===== config.mk =====
export PLATFORM = sky130hd
export DESIGN_NAME = pipelined_adder_tree_flat
export DESIGN_NICKNAME = d
export VERILOG_FILES = /design/src/rtl/pipelined_adder_tree_if.sv /design/src/rtl/pipelined_adder_tree.sv /design/src/flat_wrapper.sv
export SDC_FILE = /design/constraint.sdc
export NUM_CORES = 1
export LEC_CHECK = 0
export ABC_AREA = 1
export CELL_PAD_IN_SITES_DETAIL_PLACEMENT = 1
export CELL_PAD_IN_SITES_GLOBAL_PLACEMENT = 1
export CORE_UTILIZATION = 30
export DETAILED_ROUTE_END_ITERATION = 6
export HOLD_SLACK_MARGIN = 0.05
export PLACE_DENSITY_LB_ADDON = 0.1
export SKIP_LAST_GASP = 1
export SLEW_MARGIN = 40
export SYNTH_ARGS = -nofsm -noshare
export SYNTH_HDL_FRONTEND = slang
export SYNTH_SLANG_ARGS = --single-unit

===== constraint.sdc =====
create_clock -name clk_i -period 3.5 [get_ports clk_i]
set_input_delay 1.05 -clock clk_i [delete_from_list [all_inputs] [get_ports clk_i]]
set_output_delay 1.05 -clock clk_i [all_outputs]
set_load 0.05 [all_outputs]

===== src/rtl/pipelined_adder_tree_if.sv =====
// Operand-vector / sum handshake bundle for pipelined_adder_tree.
interface pipelined_adder_tree_if #(
  parameter int WIDTH     = 32,
  parameter int INPUT_NUM = 8
);
  logic [INPUT_NUM-1:0][WIDTH-1:0] in;
  logic                            in_valid;
  logic                            in_ready;
  logic [WIDTH-1:0]                out;
  logic                            out_valid;
  logic                            out_ready;
  logic                            out_sat;

  modport master (output in, in_valid, out_ready,
                  input  in_ready, out, out_valid, out_sat);
  modport slave  (input  in, in_valid, out_ready,
                  output in_ready, out, out_valid, out_sat);
endinterface


===== src/rtl/pipelined_adder_tree.sv =====
// Pipelined INPUT_NUM-operand adder tree, one register per level, global advance enable.
// Define ADDER_TREE_SAT_EN for signed width-growing levels and a saturating output.

module pat_node #(
  parameter int IW = 32,
  parameter int OW = 32
) (
  input  logic          clk_i,
  input  logic          rst_ni,
  input  logic          en_i,
  input  logic [IW-1:0] a_i,
  input  logic [IW-1:0] b_i,
  output logic [OW-1:0] s_o
);
  logic [OW-1:0] s_q, s_d;

  // OW exceeds IW only when levels grow; the cast then sign-extends.
  assign s_d = OW'($signed(a_i)) + OW'($signed(b_i));
  assign s_o = s_q;

  always_ff @(posedge clk_i or negedge rst_ni) begin
    if (!rst_ni)   s_q <= '0;
    else if (en_i) s_q <= s_d;
  end
endmodule

module pipelined_adder_tree #(
  parameter int WIDTH     = 32,
  parameter int INPUT_NUM = 8
) (
  input logic                   clk_i,
  input logic                   rst_ni,
  pipelined_adder_tree_if.slave tif
);
  localparam int LEVELS = $clog2(INPUT_NUM);
`ifdef ADDER_TREE_SAT_EN
  localparam int GROW = 1;
`else
  localparam int GROW = 0;
`endif

  function automatic int cnt(input int k);
    int c;
    c = INPUT_NUM;
    for (int j = 0; j < k; j++) c = (c + 1) / 2;
    return c;
  endfunction

  function automatic int lw(input int k);
    return WIDTH + GROW * k;
  endfunction

  // Bit offset of level k inside the flattened node vector.
  function automatic int base(input int k);
    int o;
    o = 0;
    for (int j = 0; j < k; j++) o += cnt(j) * lw(j);
    return o;
  endfunction

  localparam int TREE_W = base(LEVELS);
  localparam int LB     = base(LEVELS - 1);
  localparam int LW     = lw(LEVELS - 1);
  localparam int FW     = lw(LEVELS);

  logic              adv;
  logic [LEVELS:1]   vld_pipe;
  logic [TREE_W-1:0] tree;
  logic [FW-1:0]     fsum;
  logic [WIDTH-1:0]  out_q, out_d;

  assign adv           = !vld_pipe[LEVELS] || tif.out_ready;
  assign tif.in_ready  = adv;
  assign tif.out_valid = vld_pipe[LEVELS];
  assign tif.out       = out_q;
  assign tree[INPUT_NUM*WIDTH-1:0] = tif.in;

  for (genvar k = 1; k < LEVELS; k++) begin : g_lvl
    for (genvar i = 0; i < cnt(k); i++) begin : g_node
      if (2*i + 1 < cnt(k-1)) begin : g_pair
        pat_node #(.IW(lw(k-1)), .OW(lw(k))) u_node (
          .clk_i, .rst_ni, .en_i(adv),
          .a_i(tree[base(k-1) + 2*i*lw(k-1)     +: lw(k-1)]),
          .b_i(tree[base(k-1) + (2*i+1)*lw(k-1) +: lw(k-1)]),
          .s_o(tree[base(k) + i*lw(k) +: lw(k)])
        );
      end else begin : g_pass
        // Odd node out: registered unchanged so every path has equal depth.
        pat_node #(.IW(lw(k-1)), .OW(lw(k))) u_node (
          .clk_i, .rst_ni, .en_i(adv),
          .a_i(tree[base(k-1) + 2*i*lw(k-1) +: lw(k-1)]),
          .b_i('0),
          .s_o(tree[base(k) + i*lw(k) +: lw(k)])
        );
      end
    end
  end

  // The level before the output always holds exactly two nodes.
  assign fsum = FW'($signed(tree[LB +: LW])) + FW'($signed(tree[LB + LW +: LW]));

`ifdef ADDER_TREE_SAT_EN
  localparam logic [FW-1:0] SMAX = {{(FW-WIDTH+1){1'b0}}, {(WIDTH-1){1'b1}}};
  localparam logic [FW-1:0] SMIN = ~SMAX;
  logic sat_q, sat_d;

  always_comb begin
    out_d = fsum[WIDTH-1:0];
    sat_d = 1'b0;
    if ($signed(fsum) > $signed(SMAX)) begin
      out_d = SMAX[WIDTH-1:0];
      sat_d = 1'b1;
    end else if ($signed(fsum) < $signed(SMIN)) begin
      out_d = SMIN[WIDTH-1:0];
      sat_d = 1'b1;
    end
  end

  always_ff @(posedge clk_i or negedge rst_ni) begin
    if (!rst_ni)  sat_q <= 1'b0;
    else if (adv) sat_q <= sat_d;
  end

  assign tif.out_sat = sat_q;
`else
  assign out_d       = fsum;
  assign tif.out_sat = 1'b0;
`endif

  always_ff @(posedge clk_i or negedge rst_ni) begin
    if (!rst_ni) begin
      vld_pipe <= '0;
      out_q    <= '0;
    end else if (adv) begin
      vld_pipe[1] <= tif.in_valid;
      for (int s = 2; s <= LEVELS; s++) vld_pipe[s] <= vld_pipe[s-1];
      out_q <= out_d;
    end
  end
endmodule


===== src/flat_wrapper.sv =====
// flat-port wrapper written by rule: the top's interface ports become plain ports
module pipelined_adder_tree_flat 
#(
  parameter int WIDTH     = 32,
  parameter int INPUT_NUM = 8
)
  (clk_i, rst_ni, tif_in, tif_in_valid, tif_out_ready, tif_in_ready, tif_out, tif_out_valid, tif_out_sat);
  pipelined_adder_tree_if #(.WIDTH(WIDTH), .INPUT_NUM(INPUT_NUM)) tif_i ();
  input logic clk_i;
  input logic rst_ni;
  input wire logic [$bits(tif_i.in)-1:0] tif_in;
  input wire logic [$bits(tif_i.in_valid)-1:0] tif_in_valid;
  input wire logic [$bits(tif_i.out_ready)-1:0] tif_out_ready;
  output wire logic [$bits(tif_i.in_ready)-1:0] tif_in_ready;
  output wire logic [$bits(tif_i.out)-1:0] tif_out;
  output wire logic [$bits(tif_i.out_valid)-1:0] tif_out_valid;
  output wire logic [$bits(tif_i.out_sat)-1:0] tif_out_sat;
  assign tif_i.in = tif_in;
  assign tif_i.in_valid = tif_in_valid;
  assign tif_i.out_ready = tif_out_ready;
  assign tif_in_ready = tif_i.in_ready;
  assign tif_out = tif_i.out;
  assign tif_out_valid = tif_i.out_valid;
  assign tif_out_sat = tif_i.out_sat;
  pipelined_adder_tree #(.WIDTH(WIDTH), .INPUT_NUM(INPUT_NUM)) u_core (.clk_i(clk_i), .rst_ni(rst_ni), .tif(tif_i));
endmodule

==> flow_metrics.py, run 1 <==
metrics = {
    "die": {
        "rows": 104,
        "fp.dieW_um": 288.5,
        "die_h_um": 288.5,
        "io_pins": 295,
        "coreArea_um2": 80940,
        "initial_utilization_pct": 30.43,
        "dieArea_um2": 83240,
    },
    "routing": {
        "via_count": 25880,
        "drt-initial-drc-count": 1025,
        "wl_um": 92470,
        "antenna_left": 0,
        "drc_errors": 6,
        "first_pass_iters": 7,
        "viasPerCell": 4.606,
        "wl_per_cell_um": 16.45,
    },
    "sta": {
        "relSlewSlack_pct": 50.81,
        "setup_ws_ps": 418.7,
        "slew_violations": 0,
        "setup_violations": 0,
        "min_period_ps": 3081,
        "worst_pin_slew_ps": 737.9,
        "finClkSkew_ps": 14.97,
        "timing.setup.tns_ps": 0,
        "hold_viol": 0,
        "max_freq_mhz": 324.5,
        "rsz0062_at_grt": "no",
        "period_share_pct": 88.04,
    },
    "critical_path": {
        "cp_data_arrival_time_ps": 2030,
        "critPathRequiredTime_ps": 2450,
        "rrSetupSlack_ps": 1300,
        "timing.rr.start": "u_core.g_lvl[1].g_node[1].g_pair.u_node.s_o[0]$_DFFE_PN0P_",
        "start_kind": "input pin",
        "crit_type": "in2out",
        "crit_path_end": "tif_in_ready",
        "crit_path_end_kind": "output port",
        "worst-path-buf-inv": 3,
        "cp_slowest_cell": "clkdlybuf4s50_1",
        "path_depth": 4,
        "cp_top_family": "buffers and inverters",
        "path_cells": "clkdlybuf4s50_1 -> nor2_4 -> inv_4 -> buf_12",
        "ff2ff_path_depth": 11,
        "cp_slowest_stage_delay_ps": 450,
        "rr_endpoint": "u_core.g_lvl[2].g_node[0].g_pair.u_node.s_o[20]$_DFFE_PN0P_",
        "cp_max_fo": 3,
        "startpoint": "tif_out_ready",
    },
    "logic_synthesis": {
        "syn-num-nets": 4734,
        "avgSynthCellArea_um2": 5.794,
        "synth.ff_latch_count": 227,
        "synth_cell_types": 34,
        "synthArstFlopShare_pct": 100.0,
        "ys_warn_count": 0,
        "synth_area_um2": 24630,
        "synth-edff-count": 0,
        "yosysSeqAreaShare_pct": 23.07,
        "synth_cells": 4250,
        "synth_flop_cell": "dfrtp_1",
    },
    "place": {
        "placed_cells": 5563,
        "io_buffers": 293,
        "pre_cts_slack_ps": 244.0,
        "gp_congestion": 0.8941,
        "place_hpwl_um": 79130,
    },
    "global_route": {
        "grt_pass1_wl_um": 146400,
        "antenna_found_initial": 0,
        "grt_max_degree": 131,
        "grt.overflow.total": 0,
        "grt_usage_pct": 22.29,
        "grt_pass1_vias": 26410,
    },
    "clock_tree": {
        "clockRootBuffer": "clkbuf_16",
        "clk_latency_ps": 580,
        "cts_tree": "done",
        "clock_path_buffers": 3,
        "cts_sinks": 227,
        "hold_buffers": 0,
        "cts_buffers": 31,
        "clk_pin_slew_ps": 60,
        "cts-resized-gates": 0,
        "postCtsSetupRepairBufs": 0,
        "h-tree-depth": 1,
    },
    "power_and_ir_drop": {
        "p_clk_share_pct": 14.7,
        "power_switching_mw": 12.01,
        "p_int_mw": 10.86,
        "p_comb_share_pct": 64.1,
        "p_seq_share_pct": 21.3,
        "p_leak_nw": 16.95,
        "pwr_density_cell_nw_per_um2": 765.1,
        "peakVddDrop_v": 0.0003098,
        "switching_share_pct": 52.52,
    },
    "layout": {
        "layout_commonest_cell": "nand2_1",
        "drive_above_1_share_pct": 2.851,
        "fin_cells": 5620,
        "layout_common_cells": "1876 x nand2_1, 769 x inv_1, 300 x nand3_1",
        "nets": 5020,
        "syn2layout_area_growth_pct": 21.38,
        "num_antenna_cells": 0,
    },
    "outcome": {
        "outcome": "complete, but fails checks",
        "failed_checks": "DRC",
    },
    "min_path": {
        "hp-class": "in2async",
    },
    "job": {
        "cap_violations": 0,
    },
}
==> registers in the layout, indices dropped and copies added (netlist names) <==
signal	flops
u_core.g_lvl.g_node.g_pair.u_node.s_o	192
u_core.tif.out	32
u_core.vld_pipe	3
==> through the flow <==
stage	cell area, um^2	hold slack [ps]	util (%)	power, mW
floorplan	24630	440.0	-	14.49
global placement	28800	449.3	35.58	19.55
detailed placement	28800	453.7	35.58	19.73
CTS	29890	362.9	36.93	23.23
global route	29890	380.8	36.93	25.15
finish	29890	377.6	36.93	22.87
==> cell families after synthesis <==
family	after synthesis	share of synthesized area (%)
and+or+nand+nor	2593	42.88
buffers and inverters	820	12.76
AOI/OAI and AO/OA	284	6.092
DFF	227	23.07
adders and majority gates	224	11.59
xor gates and xnor gates	101	3.592
other	1	0.01523
==> worst reg2reg max path: stages (launching register included) <==
cell and delay [ps]:
dfrtp_1 380, ha_1 260, fa_1 470, nand3_1 120
nand3_1 170, nand3_1 140, nand3_2 110, nand3_1 110
nand2_1 50, nand2_1 50, nand3_1 160, nand2_1 120
==> power groups by stage <==
stage	clock, mW	combinational (mW)	sequential, mW
floorplan	0	9.50	4.99
global placement	0	14.6	4.92
detailed placement	0	14.8	4.90
CTS	3.46	14.9	4.88
global route	3.56	16.6	4.98
finish	3.36	14.6	4.86
==> worst min path at each step <==
stage / slack (ps) / cells past startpoint / start / endpoint
6_report: 380 / 1 / rst_ni / u_core.g_lvl[1].g_node[3].g_pair.u_node.s_o[5]$_DFFE_PN0P_
2_1_floorplan: 440 / 1 / u_core.vld_pipe[2]$_DFFE_PN0P_ / u_core.vld_pipe[3]$_DFFE_PN0P_
3_5_place_dp: 450 / 1 / u_core.vld_pipe[2]$_DFFE_PN0P_ / u_core.vld_pipe[3]$_DFFE_PN0P_
4_1_cts: 360 / 1 / rst_ni / u_core.g_lvl[1].g_node[3].g_pair.u_node.s_o[5]$_DFFE_PN0P_
5_1_grt: 380 / 1 / rst_ni / u_core.g_lvl[1].g_node[3].g_pair.u_node.s_o[5]$_DFFE_PN0P_
3_3_place_gp: 450 / 1 / u_core.vld_pipe[2]$_DFFE_PN0P_ / u_core.vld_pipe[3]$_DFFE_PN0P_
==> final cells by class <==
| cell class | instances | area, um^2 |
|---|---|---|
| Clock inverter | 14 | 188.9 |
| Tap cell | 1060 | 1326 |
| Fill cell | 10850 | 51050 |
| Inverter | 770 | 2893 |
| Sequential cell | 227 | 5680 |
| Timing Repair Buffer | 303 | 3098 |
| Clock buffer | 43 | 900.9 |
| Multi-Input combinational cell | 3203 | 15800 |
==> layer usage <==
| metal | vias to the layer above | part of all wire, % | track usage [%] | wire [um] |
|---|---|---|---|---|
| met5 | - | 0 | 0 | 0 |
| met4 | 0 | 1.1 | 3.122 | 1002 |
| met3 | 53 | 2.4 | 1.588 | 2209 |
| met2 | 267 | 47 | 38.43 | 43630 |
| met1 | 12010 | 49 | 30.92 | 45630 |
| li1 | 13560 | - | - | - |
==> cell usage after synthesis (2+ instances only) <==
library cell  count  share of area, %
nand2_1        1876                29
inv_1           769                12
nand3_1         300               6.1
nor2_1          276               4.2
dfrtp_1         227                23
ha_1            217                11
a21oi_1         149               3.0
xnor2_1         100               3.6
o21ai_0          73               1.5
nand2_2          35              0.89
buf_2            30              0.61
o21ai_1          29              0.59
nand3b_1         27              0.82
nor3_1           22              0.45
nand4_1          21              0.53
o21bai_1         21              0.64
nand3_2          20              0.81
clkbuf_1         13              0.20
a21o_1            7              0.21
buf_4             7              0.21
fa_1              7              0.57
and2_1            5              0.13
a31oi_1           4              0.10
nor2_2            3             0.076
and2_0            2             0.051
nor3_2            2             0.081
(Power assumes the default switching activity.)
==> run 2: changes to the inputs <==
==> constraint.sdc (replaced) <==
create_clock -name clk_i -period 3.5 [get_ports clk_i]
set_input_delay 1.05 -clock clk_i [delete_from_list [all_inputs] [get_ports clk_i]]
set_output_delay 1.05 -clock clk_i [all_outputs]
set_load 0.02 [all_outputs]
==> run 2 against run 1 <==
- the run still ends with DRC left
- critical endpoint unchanged
- clock power down 16%
- setup slack better by 70 ps
- total power down 4.1%
- cell area decreased by 0.79%
- count of clock-buffer cells in the layout shrank 2
- via count is 0.49% higher
- largest cell class unchanged
- sequential power about the same
- wire length down 0.32%
- critical path type unchanged
- die area unchanged
- final cell count shrank 0.16%
==> flow_metrics.py, run 2 (synthesis gave the netlist of run 1 again) <==
metrics = {
    "outcome": {
        "outcome": "complete, but fails checks",
        "failed_checks": "DRC",
    },
    "clock_tree": {
        "clockRootBuffer": "clkbuf_16",
        "cts_sinks": 227,
        "cts_buffers": 29,
        "cts_tree": "done",
        "cts-resized-gates": 0,
        "clock_path_buffers": 3,
        "postCtsSetupRepairBufs": 0,
        "clk_latency_ps": 590,
        "hold_buffers": 0,
        "h-tree-depth": 1,
        "clk_pin_slew_ps": 60,
    },
    "critical_path": {
        "crit_type": "in2out",
        "cp_max_fo": 3,
        "timing.rr.start": "u_core.g_lvl[1].g_node[0].g_pair.u_node.s_o[0]$_DFFE_PN0P_",
        "worst-path-buf-inv": 3,
        "cp_data_arrival_time_ps": 1960,
        "critPathRequiredTime_ps": 2450,
        "rrSetupSlack_ps": 1260,
        "cp_slowest_cell": "clkdlybuf4s50_1",
        "cp_slowest_stage_delay_ps": 460,
        "ff2ff_path_depth": 11,
        "start_kind": "input pin",
        "rr_endpoint": "u_core.g_lvl[2].g_node[0].g_pair.u_node.s_o[20]$_DFFE_PN0P_",
        "cp_top_family": "buffers and inverters",
        "path_cells": "clkdlybuf4s50_1 -> nor2_4 -> inv_4 -> buf_12",
        "crit_path_end_kind": "output port",
    },
    "layout": {
        "layout_common_cells": "1876 x nand2_1, 769 x inv_1, 300 x nand3_1",
        "num_antenna_cells": 0,
        "utilization_pct": 36.64,
        "n_fill_cell": 10860,
        "layout_commonest_cell": "nand2_1",
        "multi_input_area_um2": 15800,
        "largest_reg_flops": 192,
        "seqCellArea_um2": 5680,
        "nets": 5017,
        "design_area_um2": 29660,
        "syn2layout_area_growth_pct": 20.42,
        "drive_above_1_share_pct": 2.549,
    },
    "routing": {
        "drt-initial-drc-count": 1004,
        "viasPerCell": 4.636,
        "via_count": 26010,
        "drc_errors": 6,
        "antenna_left": 0,
        "first_pass_iters": 7,
        "wl_per_cell_um": 16.43,
        "wl_um": 92170,
    },
    "global_route": {
        "grt_pass1_vias": 26620,
        "grt.overflow.total": 0,
        "grt_usage_pct": 22.33,
        "antenna_found_initial": 1,
        "grt_max_degree": 131,
        "grt_pass1_wl_um": 146500,
    },
    "place": {
        "io_buffers": 293,
        "post_dp_cell_area_um2": 28810,
        "gp_congestion": 0.9280,
        "place_hpwl_um": 79030,
    },
    "sta": {
        "finClkSkew_ps": 34.20,
        "max_freq_mhz": 332.1,
        "period_share_pct": 86.03,
        "relSlewSlack_pct": 49.78,
        "rsz0062_at_grt": "no",
        "timing.hold.ws_ps": 384.3,
        "slew_violations": 0,
        "setup_violations": 0,
        "hold_viol": 0,
        "timing.setup.tns_ps": 0,
        "worst_pin_slew_ps": 753.2,
        "min_period_ps": 3011,
    },
    "die": {
        "io_pins": 295,
        "die_h_um": 288.5,
        "dieArea_um2": 83240,
        "initial_utilization_pct": 30.43,
        "coreArea_um2": 80940,
        "rows": 104,
        "fp.dieW_um": 288.5,
    },
    "power_and_ir_drop": {
        "peakVddDrop_v": 0.0004353,
        "pwr_density_cell_nw_per_um2": 739.5,
        "p_leak_nw": 16.85,
    },
    "job": {
        "cap_violations": 0,
    },
    "min_path": {
        "hp-class": "in2async",
    },
}
==> run 2: worst max path at each step <==
stage	from	endpoint	slack, ps	depth (start not counted)
finish	tif_out_ready	tif_in_ready	490	4
CTS	tif_out_ready	tif_in_ready	470	4
floorplan	tif_out_ready	tif_in_ready	700	5
detailed placement	tif_in[128]	u_core.g_lvl[1].g_node[2].g_pair.u_node.s_o[14]$_DFFE_PN0P_	260	9
global placement	tif_in[128]	u_core.g_lvl[1].g_node[2].g_pair.u_node.s_o[14]$_DFFE_PN0P_	250	9
global route	tif_out_ready	tif_in_ready	440	4
==> run 2: power breakdown <==
group / switching, mW / internal (mW)
logic: 9.23 / 5.01
registers: 1.11 / 3.78
clock network: 1.24 / 1.57
total: 11.6 / 10.4
==> run 2: area by class of cell <==
class | instances | share of cell area [%]
well taps | 1060 | 4.472
inverters | 770 | 9.754
multi-input cells | 3203 | 53.29
repair buffers | 302 | 10.46
clock inverters | 8 | 0.1645
flip-flops and latches | 227 | 19.15
clock buffers | 41 | 2.700
==> run 2: stage by stage <==
stage | power [mW] | std cells | setup slack (ps)
floorplan | 14.04 | 4250 | 703.8
global placement | 19.10 | 5562 | 253.6
detailed placement | 19.31 | 5562 | 257.0
CTS | 22.25 | 5611 | 473.8
global route | 24.20 | 5611 | 437.8
finish | 21.93 | 5611 | 489.0
==> run 2: layer usage <==
metal,GRT usage [%],routed length (um),vias to the layer above
li1,-,-,13540
met1,30.44,44940,12090
met2,38.27,42950,312
met3,2.101,2587,76
met4,4.272,1693,0
met5,0,0,-
==> run 2: worst reg2reg max path, cell delays in order (launching register included) <==
cell and delay, ps:
dfrtp_1 390, ha_1 250, fa_1 490, nand3_1 120, nand3_1 180, nand3_1 140, nand3_2 120, nand3_1 120
nand2_1 60, nand2_1 50, nand3_1 130, nand2_1 110
==> run 3: changes to the inputs <==
CTS_CLUSTER_DIAMETER = 40   (was not set)
==> run 3 against run 2 <==
- the flow still finishes with violations (DRC)
- final cell count rose by 0.71%
- clock power up 69%
- critical endpoint unchanged
- sequential power hardly changed
- worst hold slack improved by 16 ps
- clock skew down 21 ps
- first-iteration DRC count grew 12%
- fmax is essentially flat
- total power grew 8.8%
- global-route usage grew 0.19 points
- die area stayed put
- cell area increased by 2.8%
==> flow_metrics.py, run 3 (synthesis gave the netlist of run 1 again) <==
metrics = {
    "outcome": {
        "outcome": "complete, but fails checks",
        "failed_checks": "DRC",
    },
    "clock_tree": {
        "postCtsSetupRepairBufs": 0,
        "clockRootBuffer": "clkbuf_16",
        "hold_buffers": 0,
        "clk_latency_ps": 580,
        "cts_tree": "done",
        "cts-resized-gates": 0,
        "cts_buffers": 48,
        "h-tree-depth": 2,
        "clock_path_buffers": 3,
        "cts_sinks": 227,
        "clk_pin_slew_ps": 40,
    },
    "global_route": {
        "met2_usage_pct": 38.04,
        "grt_usage_pct": 22.52,
        "grt_max_degree": 131,
        "antenna_found_initial": 1,
        "grt_pass1_wl_um": 147300,
        "grt.met3_usage_pct": 2.480,
        "top_usage_layer": "met2",
        "grt.overflow.total": 0,
        "met1_usage_pct": 30.52,
        "grt_pass1_vias": 26820,
    },
    "power_and_ir_drop": {
        "pwr_density_cell_nw_per_um2": 782.7,
        "peakVddDrop_v": 0.0004270,
        "p_clk_share_pct": 20.0,
        "p_int_mw": 11.91,
        "p_leak_nw": 17.25,
        "switching_share_pct": 50.09,
        "p_seq_share_pct": 20.5,
        "power_switching_mw": 11.95,
        "p_comb_share_pct": 59.5,
    },
    "critical_path": {
        "cp_max_fo": 3,
        "cp_slowest_stage_delay_ps": 460,
        "cp_data_arrival_time_ps": 1960,
        "rrSetupSlack_ps": 1270,
        "crit_path_end_kind": "output port",
        "cp_top_family": "buffers and inverters",
        "worst-path-buf-inv": 3,
        "crit_type": "in2out",
        "start_kind": "input pin",
        "critPathRequiredTime_ps": 2450,
        "path_cells": "clkdlybuf4s50_1 -> nor2_4 -> inv_4 -> buf_12",
        "rr_endpoint": "u_core.g_lvl[2].g_node[0].g_pair.u_node.s_o[20]$_DFFE_PN0P_",
        "ff2ff_path_depth": 11,
        "timing.rr.start": "u_core.g_lvl[1].g_node[1].g_pair.u_node.s_o[0]$_DFFE_PN0P_",
        "cp_slowest_cell": "clkdlybuf4s50_1",
    },
    "sta": {
        "rsz0062_at_grt": "no",
        "worst_pin_slew_ps": 780.7,
        "hold_viol": 0,
        "setup_violations": 0,
        "period_share_pct": 86.00,
        "slew_violations": 0,
        "min_period_ps": 3010,
        "finClkSkew_ps": 13.01,
        "timing.setup.tns_ps": 0,
        "max_freq_mhz": 332.2,
        "relSlewSlack_pct": 47.95,
    },
    "die": {
        "rows": 104,
        "initial_utilization_pct": 30.43,
        "fp.dieW_um": 288.5,
        "io_pins": 295,
        "die_h_um": 288.5,
        "dieArea_um2": 83240,
        "coreArea_um2": 80940,
    },
    "place": {
        "placed_cells": 5562,
        "place_hpwl_um": 79030,
        "gp_congestion": 0.9280,
        "io_buffers": 293,
    },
    "layout": {
        "nets": 5036,
        "fin_cells": 5651,
        "layout_commonest_cell": "nand2_1",
        "multi_input_area_um2": 15800,
        "n_fill_cell": 10820,
        "num_antenna_cells": 0,
        "largest_reg_flops": 192,
        "seqCellArea_um2": 5680,
        "drive_above_1_share_pct": 3.529,
        "layout_common_cells": "1876 x nand2_1, 769 x inv_1, 300 x nand3_1",
        "syn2layout_area_growth_pct": 23.83,
    },
    "min_path": {
        "hp-class": "in2async",
    },
    "routing": {
        "via_count": 26150,
        "wl_per_cell_um": 16.36,
        "wl_um": 92450,
        "drc_errors": 6,
        "drt-initial-drc-count": 1124,
        "antenna_left": 0,
        "first_pass_iters": 7,
        "viasPerCell": 4.628,
    },
    "job": {
        "cap_violations": 0,
    },
}
[run 3: area by class of cell]
class,instances,area share [%]
multi-input combinational,3203,51.83
tap,1060,4.349
timing repair buffer,302,10.18
clock buffer,58,4.292
inverter,770,9.486
clock inverter,31,1.243
sequential,227,18.63
[run 3: routing by layer]
layer / share of wire [%] / wire length, um / vias to the layer above
li1: - / - / 13610
met1: 49 / 44910 / 12120
met2: 46 / 42740 / 324
met3: 3.1 / 2846 / 103
met4: 2.1 / 1958 / 0
met5: 0 / 0 / -
[run 3: through the flow]
step                worst slack [ps]  area [um^2]  hold slack (ps)  util, %  power, mW
detailed placement             257.0        28810            460.1    35.59      19.31
finish                         490.1        30490            400.8    37.68      23.87
global placement               253.6        28810            465.0    35.59      19.10
global route                   437.8        30490            410.2    37.68      26.22
CTS                            473.8        30490            393.1    37.68      24.25
floorplan                      703.8        24630            440.0        -      14.04
[run 3: worst max path at each step]
stage	from	to	slack, ps	cells after the start
2_1_floorplan	tif_out_ready	tif_in_ready	700	5
3_3_place_gp	tif_in[128]	u_core.g_lvl[1].g_node[2].g_pair.u_node.s_o[14]$_DFFE_PN0P_	250	9
3_5_place_dp	tif_in[128]	u_core.g_lvl[1].g_node[2].g_pair.u_node.s_o[14]$_DFFE_PN0P_	260	9
4_1_cts	tif_out_ready	tif_in_ready	470	4
5_1_grt	tif_out_ready	tif_in_ready	440	4
6_report	tif_out_ready	tif_in_ready	490	4
[run 3: power by group through the flow]
stage / Clock (mW) / Combinational, mW / Sequential [mW]
3_3_place_gp: 0 / 14.2 / 4.93
2_1_floorplan: 0 / 9.50 / 4.54
3_5_place_dp: 0 / 14.4 / 4.93
6_report: 4.76 / 14.2 / 4.90
5_1_grt: 5.01 / 16.2 / 5.01
4_1_cts: 4.89 / 14.4 / 4.91
